[src/rtl/rf_pkg.sv]
// Shared register-file types and constants used by the write-port arbiter
// and by future read-port schedulers.
package rf_pkg;

    localparam int unsigned RF_ADDR_W   = 5;
    localparam int unsigned RF_DATA_W   = 32;
    localparam int unsigned RF_NUM_REGS = 1 << RF_ADDR_W;

    typedef enum logic {
        ARB_P0 = 1'b0,
        ARB_P1 = 1'b1
    } arb_state_e;

    typedef struct packed {
        logic                 valid;
        logic [RF_ADDR_W-1:0] addr;
        logic [RF_DATA_W-1:0] data;
    } wr_req_t;

endpackage

[src/rtl/rr_arb2.sv]
// Two-input arbiter with a priority pointer; round-robin when FAIR is set,
// fixed priority to input 0 otherwise.
module rr_arb2
    import rf_pkg::*;
#(
    parameter bit FAIR = 1'b1
) (
    input  logic       clk_i,
    input  logic       rst_ni,
    input  logic       hold_i,
    input  logic [1:0] req_i,
    output logic [1:0] gnt_o
);

    arb_state_e state_q, state_d;

    always_ff @(posedge clk_i or negedge rst_ni) begin
        if (!rst_ni) begin
            state_q <= ARB_P0;
        end else begin
            state_q <= state_d;
        end
    end

    always_comb begin
        gnt_o   = '0;
        state_d = state_q;

        if (!hold_i) begin
            if (&req_i) begin
                gnt_o = (state_q == ARB_P0) ? 2'b01 : 2'b10;
            end else begin
                gnt_o = req_i;
            end
        end

        // Pointer moves past whoever was just granted; no grant leaves it alone.
        if (FAIR) begin
            if (gnt_o[0]) begin
                state_d = ARB_P1;
            end else if (gnt_o[1]) begin
                state_d = ARB_P0;
            end
        end else begin
            state_d = ARB_P0;
        end
    end

endmodule

[src/rtl/regfile_wr_arbiter.sv]
// Shares the regfile32 write port between ALU and load writeback, drops
// writes to r0, and exports a mask of the register staged on the port.
module regfile_wr_arbiter
    import rf_pkg::*;
#(
    parameter int unsigned ADDR_W   = RF_ADDR_W,
    parameter int unsigned DATA_W   = RF_DATA_W,
    parameter int unsigned NUM_REGS = RF_NUM_REGS,
    parameter int unsigned FAIR     = 1
) (
    input  logic                clock,
    input  logic                reset,
    input  logic                hold,
    input  logic                req0_valid,
    output logic                req0_ready,
    input  logic [ADDR_W-1:0]   req0_addr,
    input  logic [DATA_W-1:0]   req0_data,
    input  logic                req1_valid,
    output logic                req1_ready,
    input  logic [ADDR_W-1:0]   req1_addr,
    input  logic [DATA_W-1:0]   req1_data,
    output logic [ADDR_W-1:0]   writeto,
    output logic [DATA_W-1:0]   writedat,
    output logic                writeenable,
    output logic [NUM_REGS-1:0] pending_mask,
    output logic                conflict
);

    wr_req_t       req0, req1, sel;
    logic    [1:0] gnt;
    logic          fire;

    logic [ADDR_W-1:0]   writeto_q, writeto_d;
    logic [DATA_W-1:0]   writedat_q, writedat_d;
    logic                we_q, we_d;
    logic [NUM_REGS-1:0] mask_q, mask_d;
    logic                conflict_q, conflict_d;

    assign req0 = '{valid: req0_valid, addr: req0_addr, data: req0_data};
    assign req1 = '{valid: req1_valid, addr: req1_addr, data: req1_data};

    rr_arb2 #(
        .FAIR (FAIR != 0)
    ) u_arb (
        .clk_i  (clock),
        .rst_ni (reset),
        .hold_i (hold),
        .req_i  ({req1.valid, req0.valid}),
        .gnt_o  (gnt)
    );

    // Readies are gated by reset so nothing is accepted while it is asserted.
    assign req0_ready = gnt[0] & reset;
    assign req1_ready = gnt[1] & reset;

    assign sel  = gnt[1] ? req1 : req0;
    assign fire = (req0_ready | req1_ready) & sel.valid;

    always_comb begin
        writeto_d  = writeto_q;
        writedat_d = writedat_q;
        we_d       = 1'b0;
        mask_d     = '0;
        conflict_d = req0.valid & req1.valid & ~hold;

        if (fire) begin
            writeto_d  = sel.addr;
            writedat_d = sel.data;
            if (sel.addr != '0) begin
                we_d              = 1'b1;
                mask_d[sel.addr]  = 1'b1;
            end
        end
    end

    always_ff @(posedge clock or negedge reset) begin
        if (!reset) begin
            writeto_q  <= '0;
            writedat_q <= '0;
            we_q       <= 1'b0;
            mask_q     <= '0;
            conflict_q <= 1'b0;
        end else begin
            writeto_q  <= writeto_d;
            writedat_q <= writedat_d;
            we_q       <= we_d;
            mask_q     <= mask_d;
            conflict_q <= conflict_d;
        end
    end

    assign writeto      = writeto_q;
    assign writedat     = writedat_q;
    assign writeenable  = we_q;
    assign pending_mask = mask_q;
    assign conflict     = conflict_q;

endmodule

[config.mk]
export PLATFORM = sky130hd
export DESIGN_NAME = regfile_wr_arbiter
export DESIGN_NICKNAME = d
export VERILOG_FILES = /design/src/rtl/rf_pkg.sv /design/src/rtl/rr_arb2.sv /design/src/rtl/regfile_wr_arbiter.sv
export SDC_FILE = /design/constraint.sdc
export NUM_CORES = 1
export LEC_CHECK = 0
export CORE_ASPECT_RATIO = 1.25
export CORE_UTILIZATION = 41
export DETAILED_ROUTE_END_ITERATION = 16
export PLACE_DENSITY = 0.81
export SLEW_MARGIN = 20
export SYNTH_ARGS = -nofsm -noshare
export SYNTH_HDL_FRONTEND = slang
export SYNTH_SLANG_ARGS = --single-unit
[constraint.sdc]
create_clock -name clock -period 1.9 [get_ports clock]
set_input_delay 0.38 -clock clock [delete_from_list [all_inputs] [get_ports clock]]
set_output_delay 0.38 -clock clock [all_outputs]
set_load 0.03 [all_outputs]
## Yosys cells after proc, flatten, opt, wreduce, memory -nomap -nowiden

Index checks and enable logic that the tools add are counted.

- Register bits: 72
- Input bits: 79
- Output and inout bits: 73
- Logic and storage cells: 31

- Order comparisons: 2
- Multiplexer cells: 12
- Bitwise logic cells: 7
- Reduce and logical (&&, ||, !) cells: 4

Operators with widths:

| kind | count |
|---|---|
| $mux W32 | 2 |
| $mux W38 | 1 |
| $lt A5 B6 Y1 const B | 1 |
| $mux W2 | 3 |
| $and A1 B1 Y1 | 5 |
| $demux W1 S5 | 1 |
| $ge A5 B1 Y1 const B | 1 |
| $mux W1 | 5 |
| $reduce_bool A5 Y1 | 1 |
| $reduce_and A2 Y1 | 1 |
| $reduce_bool A2 Y1 | 1 |
| $logic_and A1 B1 Y1 | 1 |
| $not A1 Y1 | 1 |
| $or A1 B1 Y1 | 1 |

## Depth between registers and ports, before layout

Gate-level depths: netlist (run 1).

- Word-level depth: 10
- Depth in mapped cells: 6
- Gate-level depth less buffers: 4

## Hierarchy

From an unflattened synthesis (run 1), not the netlist that was laid out.

- Cells, all modules: 236
- Area total of the unflattened synthesis: 3158.0 µm²

By module, submodules not included:

| module | instances | cells each | area each (µm²) | sequential area each (µm²) |
|---|---|---|---|---|
| regfile_wr_arbiter | 1 | 228 | 3080.5 | 1776.7 |
| rr_arb2 | 1 | 8 | 77.6 | 25.0 |

## Worst setup path after synthesis (run 1)

OpenSTA, ideal clock, no wires.

- Kind: in2reg
- Start point: input port hold
- End point: register mask_q[12] (netlist: pending_mask[12])
- Library setup time: 74 ps
- Arrival: 1530 ps
- Data required time: 1826 ps
- Setup slack: 295 ps
- Cell stages on the path: 4
- Buffers on the path: 0
- Path through: nand2b_1 > nor3_2 > a32oi_1 > nor2_1

- Elaborated cells on any way between the ends: 14
- Those cells by class: order compare: 2; mux: 6; bitwise: 4; reduce/logical: 2

RTL lines:

| what | RTL line | RTL |
|---|---|---|
| from (decl) | regfile_wr_arbiter.sv:13 | `input logic hold,` |
| $mux W2 | rr_arb2.sv:29 | `if (!hold_i) begin` |
| $and A1 B1 Y1 | regfile_wr_arbiter.sv:54 | `assign req1_ready = gnt[1] & reset;` |
| named net req1_ready | regfile_wr_arbiter.sv:19 | `output logic req1_ready,` |
| $or A1 B1 Y1 | regfile_wr_arbiter.sv:57 | `assign fire = (req0_ready \| req1_ready) & sel.valid;` |
| $and A1 B1 Y1 | regfile_wr_arbiter.sv:57 |  |
| $mux W32 | regfile_wr_arbiter.sv:66 | `if (fire) begin` |
| named net mask_d[12] | regfile_wr_arbiter.sv:36 | `logic [NUM_REGS-1:0] mask_q, mask_d;` |
| to (signal assigned) | regfile_wr_arbiter.sv:87 | `mask_q <= mask_d;` |
| to (decl) | regfile_wr_arbiter.sv:36 |  |

The timed path passes the listed nets, and every way through them passes these cells.
A chain may end at the register's enable or synchronous reset.

## Worst setup path in the final report (run 1)

- Start point: input port req0_valid
- End point: output port req1_ready

- Word-level cells in the longest chain between the ends: 4

Ends and longest elaborated chain:

| what | RTL line | RTL |
|---|---|---|
| from (decl) | regfile_wr_arbiter.sv:14 | `input logic req0_valid,` |
| $reduce_and A2 Y1 | rr_arb2.sv:30 | `if (&req_i) begin` |
| $mux W2 | rr_arb2.sv:30 |  |
| $mux W2 | rr_arb2.sv:29 |  |
| $and A1 B1 Y1 | regfile_wr_arbiter.sv:54 |  |
| to (decl) | regfile_wr_arbiter.sv:19 |  |

Every way passes these cells.

==> out/metrics.csv, run 1 <==
stage,metric,value,unit
outcome,status,"complete, no violations",
die,coreArea,7401,um^2
final_layout,fin_nets,547,
final_layout,multi_input_area,1244,um^2
cts,cts_tree,yes,
cts,clock_path_buffers,2,
setup_path,rr_endpoint,pending_mask[2],
die,ios,152,
die,dieArea,7994,um^2
global_routing,first_global_vias,2818,
drt,drcViolationCount,0,
sta,finalMaxSlewViolations,0,
global_routing,met2_usage,40.57,%
final_layout,diodes,0,
final_layout,fill_cells,593,
sta,period_share,96.70,%
global_routing,grt_util_met3,6.239,%
synthesis,syn_inst,290,
power,p_per_area,851.9,nW/um^2
drt,antenna_left,0,
setup_path,worstPathArrival,1.46,ns
setup_path,r2r_start,u_arb.state_q,
global_routing,antenna_found_initial,0,
cts,clkTransAtPathRegs,0.07,ns
sta,finalCriticalPeriod,1.837,ns
setup_path,required,1.52,ns
hold_path,min_path_type,in2async,
global_routing,grt_busiest_layer,met2,
synthesis,ys_seq_area_share,57.53,%
sta,fmax,0.5443,GHz
sta,whs,0.2799,ns
placed_design,port_buffers,151,
setup_path,critical_path.max_fanout,5,
global_routing,grt-ovfl-total,0,
sta,final.setup.worst_slack,0.06268,ns
final_layout,final_core_util,70.19,%
drt,wl,8.409,mm
flow_run,maxCapViolations,0,
placed_design,placed_area,4917,um^2
drt,dr.pass1.iters,4,
drt,first_iter_violations,80,
sta,relSlewSlack,49.30,%
drt,via_count,2770,
sta,fin_worst_skew,0.01009,ns
sta,hold_viol_final,0,
final_layout,finalInstanceArea,5195,um^2
die,die-width,80.17,um
cts,cts.sinks,72,
final_layout,area_delta_synth_final,65.88,%
setup_path,criticalPathCategory,in2out,
die,start_util,42.32,%
power,p_leak,0.002477,uW
global_routing,met1_usage,22.82,%
synthesis,synthesis.nets,369,
sta,setup_violations,0,
cts,post_cts_buffers,0,
setup_path,r2r_cells,4,
die,rows,35,
setup_path,cp-end-kind,output pin,
drt,via_per_inst,4.903,
global_routing,grt_usage,21.87,%
cts,h-tree-depth,3,
cts,cts-root-buf,clkbuf_8,
setup_path,r2r_slack,0.33,ns
placed_design,place_ws,-0.1601,ns
global_routing,grt_start_max_net_pins,64,
placed_design,routabilityCongestion,0.8500,
synthesis,synth.avg_cell_area,10.80,um^2
final_layout,layout-drive-gt1-share,12.26,%
sta,rsz0062_at_grt,false,
cts,insertion_delay,0.33,ns
setup_path,startpoint_type,primary input,
drt,post_drt_wl_per_cell,14.88,um
die,fp.dieH,99.72,um
synthesis,ys_warn_count,0,
sta,tightest_slew,0.7605,ns
power,ir_drop,0.0006174,V
synthesis,synth_cell_types,34,
synthesis,synth-seq-cells,72,
final_layout,seq_area,1802,um^2
global_routing,grt_pass1_wl,13.09,mm
cts,numCtsBuffers,9,
synthesis,mappedNetlistArea,3132,um^2
placed_design,dp_hpwl,6.610,mm
## placed cells by master (no fill, tap or decap), types with 3 or more instances in the layout
cell type and instances:
mux2i_1 44, clkdlybuf4s50_1 147, nor3_1 4, dfrtp_1 72
buf_12 4, bufinv_16 3, a32oi_1 3, nor2_1 37
o21ai_1 37, nor2b_1 10, buf_4 27, clkbuf_8 11
a22oi_1 3, nand2_1 42
## cell type report
class                   count  area share (%)
inverters                   1         0.07225
repair buffers            180           34.20
well taps                  92           2.216
clock inverters             5           1.975
flip-flops and latches     72           34.68
multi-input cells         204           23.94
clock buffers              11           2.914
## worst max-delay path by stage
| stage | from | to | slack [ns] | cells after the start |
|---|---|---|---|---|
| 2_1_floorplan | hold | pending_mask[12] | 0.30 | 4 |
| 3_3_place_gp | req0_valid | pending_mask[3] | -0.15 | 5 |
| 3_5_place_dp | req0_valid | pending_mask[2] | -0.16 | 5 |
| 4_1_cts | hold | req1_ready | 0.003 | 4 |
| 5_1_grt | req0_valid | req1_ready | 0.001 | 4 |
| 6_report | req0_valid | req1_ready | 0.06 | 4 |
## cell families (layout without fill, tap and decap cells)
group | after synthesis | in the layout | share of synthesized area (%)
AND/OR/NAND/NOR | 109 | 109 | 15.86
flip-flops | 72 | 72 | 57.53
AO/OA/AOI/OAI | 49 | 49 | 8.910
multiplexers | 45 | 45 | 14.42
buffers and inverters | 14 | 197 | 3.156
other | 1 | 1 | 0.1197
## layer usage
layer | up-vias | routed length, um
met5 | - | 0
met4 | 0 | 199
met3 | 18 | 525
met2 | 106 | 4547
met1 | 1303 | 3137
li1 | 1343 | -
## Yosys cell counts, drive strengths merged
library cell | count | area [um^2]
nand3 | 1 | 5.000
nor2b | 11 | 71.32
a31oi | 2 | 18.77
nor3 | 5 | 30.03
clkbuf | 2 | 7.510
nand2 | 43 | 163.9
and3 | 1 | 6.260
buf | 11 | 87.58
nand2b | 2 | 12.51
or3 | 1 | 6.260
and3b | 1 | 8.760
and2 | 3 | 18.77
and2b | 1 | 7.510
nor4b | 1 | 8.760
mux2i | 44 | 440.4
a32oi | 3 | 26.28
conb | 1 | 3.750
o21ai | 39 | 195.2
a2111oi | 1 | 8.760
nor4 | 2 | 18.77
mux2 | 1 | 11.26
o21a | 1 | 7.510
dfrtp | 72 | 1802
nor2 | 37 | 138.9
inv | 1 | 3.750
a22oi | 3 | 22.52
## per-stage QoR
step	cells	total power, uW	TNS, ns
2_1_floorplan	290	2340	0
3_3_place_gp	548	2935	-2.024
3_5_place_dp	548	2964	-3.772
4_1_cts	565	4477	0
5_1_grt	565	4635	0
6_report	565	4425	0
## repair_timing
action                                  CTS  global route
hold endpoints to repair                  9             0
endpoints found under the setup margin    0             2
hold buffers                              1             0
gates resized for setup                   0             5
## sequential cells by signal, summed over array words and instances, names as in the netlist
signal and flops:
conflict 1, writedat 32, writeenable 1, pending_mask 32, u_arb.state_q 1, writeto 5
## critical path, stage by stage
cell	delay [ns]
clkdlybuf4s50_1	0.48
and2b_2	0.27
nor3_2	0.14
buf_4	0.19
## where the power goes
part / leakage (uW) / total (uW) / switching [uW] / internal, uW
Clock: 0.000126 / 1500 / 557 / 942
Combinational: 0.00141 / 1180 / 624 / 557
Sequential: 0.000943 / 1750 / 72.6 / 1670
Total: 0.00248 / 4430 / 1250 / 3170
Power figures use the tool's default switching activity.
==> run 2: changes to the inputs <==
Settings changed: CORE_MARGIN set to 2, SKIP_LAST_GASP set to 1.
==> out/metrics.csv, run 2 (synthesis gave the netlist of run 1 again) <==
stage,metric,value,unit
setup_path,critical_path.max_fanout,5,
final_layout,fill_cells,596,
power,p_leak,0.002481,uW
die,die-width,82.17,um
setup_path,required,1.52,ns
drt,via_count,2788,
setup_path,cp_cell_sequence,clkdlybuf4s50_1 > and3b_1 > and2_4 > buf_4,
setup_path,path_buf_inv,2,
sta,fin_worst_skew,0.01126,ns
setup_path,max_stage_delay,0.54,ns
sta,tightest_slew,0.8474,ns
drt,dr.pass1.iters,4,
die,ios,152,
cts,numCtsBuffers,9,
setup_path,criticalPathCategory,in2out,
sta,rsz0062_at_grt,false,
drt,first_iter_violations,82,
hold_path,min_path_type,in2async,
sta,hold_viol_final,0,
global_routing,grt_usage,21.60,%
setup_path,startpoint_type,primary input,
sta,period_share,96.45,%
final_layout,final_common_cell,clkdlybuf4s50_1,
die,start_util,42.32,%
final_layout,layout-drive-gt1-share,12.82,%
final_layout,area_delta_synth_final,65.48,%
die,coreArea,7401,um^2
setup_path,critical-path-top-delay-family,buffers and inverters,
outcome,status,"complete, no violations",
sta,whs,0.3084,ns
setup_path,cp-end-kind,output pin,
global_routing,first_global_vias,2786,
placed_design,dp_hpwl,6.704,mm
sta,fmax,0.5457,GHz
final_layout,finalInstanceArea,5182,um^2
power,ir_drop,0.0006888,V
power,power,4220,uW
drt,post_drt_wl_per_cell,15.28,um
cts,cts_tree,yes,
sta,finalCriticalPeriod,1.832,ns
final_layout,fin_nets,551,
final_layout,fin_cells,568,
placed_design,port_buffers,151,
cts,clkTransAtPathRegs,0.08,ns
placed_design,placed_cells_incl_taps,549,
sta,setup_violations,0,
cts,cts.sinks,72,
sta,finalMaxSlewViolations,0,
global_routing,grt-ovfl-total,0,
die,dieArea,8358,um^2
cts,cts-root-buf,clkbuf_8,
setup_path,worstPathArrival,1.45,ns
global_routing,antenna_found_initial,0,
cts,insertion_delay,0.33,ns
power,p_per_area,814.3,nW/um^2
drt,wl,8.679,mm
drt,drcViolationCount,0,
die,rows,35,
placed_design,routabilityCongestion,1.038,
sta,relSlewSlack,43.50,%
cts,h-tree-depth,3,
flow_run,maxCapViolations,0,
die,fp.dieH,101.7,um
setup_path,r2r_slack,0.32,ns
drt,antenna_left,0,
drt,via_per_inst,4.908,
final_layout,diodes,0,
setup_path,critPathSlowestCell,clkdlybuf4s50_1,
global_routing,grt_pass1_wl,13.51,mm
global_routing,grt_start_max_net_pins,75,
cts,clock_path_buffers,2,
placed_design,placed_area,4925,um^2
final_layout,final_cell_mix,"clkdlybuf4s50_1 (146), dfrtp_1 (72), mux2i_1 (44), nand2_1 (42)",
==> run 2: final timing paths <==
kind                          startpoint          endpoint  cells past startpoint
setup / recovery              req0_valid        req0_ready                      4
hold / removal                     reset        writeto[4]                      2
setup reg to reg           u_arb.state_q  pending_mask[16]                      6
hold reg to reg              writedat[0]       writedat[0]                      2
max in group asynchronous          reset        writeto[2]                      2
min in group clock                  hold     u_arb.state_q                      2
==> run 2: cell type report <==
| type | instances | area [um^2] | share of cell area, % |
|---|---|---|---|
| Inverter | 1 | 3.754 | 0.07243 |
| Sequential cell | 72 | 1802 | 34.77 |
| Clock buffer | 9 | 123.9 | 2.390 |
| Timing Repair Buffer | 184 | 1809 | 34.91 |
| Tap cell | 92 | 115.1 | 2.221 |
| Multi-Input combinational cell | 204 | 1244 | 24.00 |
| Clock inverter | 6 | 85.08 | 1.642 |
==> run 2: through the flow <==
stage          TNS (ns)  utilization, %  worst slack (ns)
2_1_floorplan         0               -            0.2954
3_3_place_gp     -4.967           66.54          -0.08895
3_5_place_dp     -6.480           66.54           -0.1552
4_1_cts               0           69.74           0.02591
5_1_grt               0           70.03           0.01132
6_report              0           70.03           0.06750
==> run 2: report_power, final <==
part,switching [uW],internal (uW)
logic,627,564
registers,71.6,1670
clock network,557,727
total,1260,2960
==> run 2: per-layer routing <==
layer | vias up | wire length (um) | global-route usage, %
met5 | - | 0 | 0
met4 | 0 | 201 | 7.949
met3 | 14 | 721 | 5.793
met2 | 121 | 4473 | 37.52
met1 | 1293 | 3282 | 25.31
li1 | 1360 | - | -
==> run 2: what timing repair did <==
| action | CTS | global route |
|---|---|---|
| setup endpoints to repair | 2 | 2 |
| pin swaps | 1 | 0 |
| hold buffers | 1 | 0 |
| endpoints found under the hold margin | 1 | 0 |
| buffers inserted | 1 | 2 |
| resized for setup | 3 | 3 |
==> run 2: worst reg2reg max path, cell delays in order (launching register included) <==
cell,delay (ns)
dfrtp_1,0.40
and2b_2,0.26
buf_4,0.14
nor4_2,0.25
a22oi_1,0.17
buf_4,0.18
nor2_1,0.11
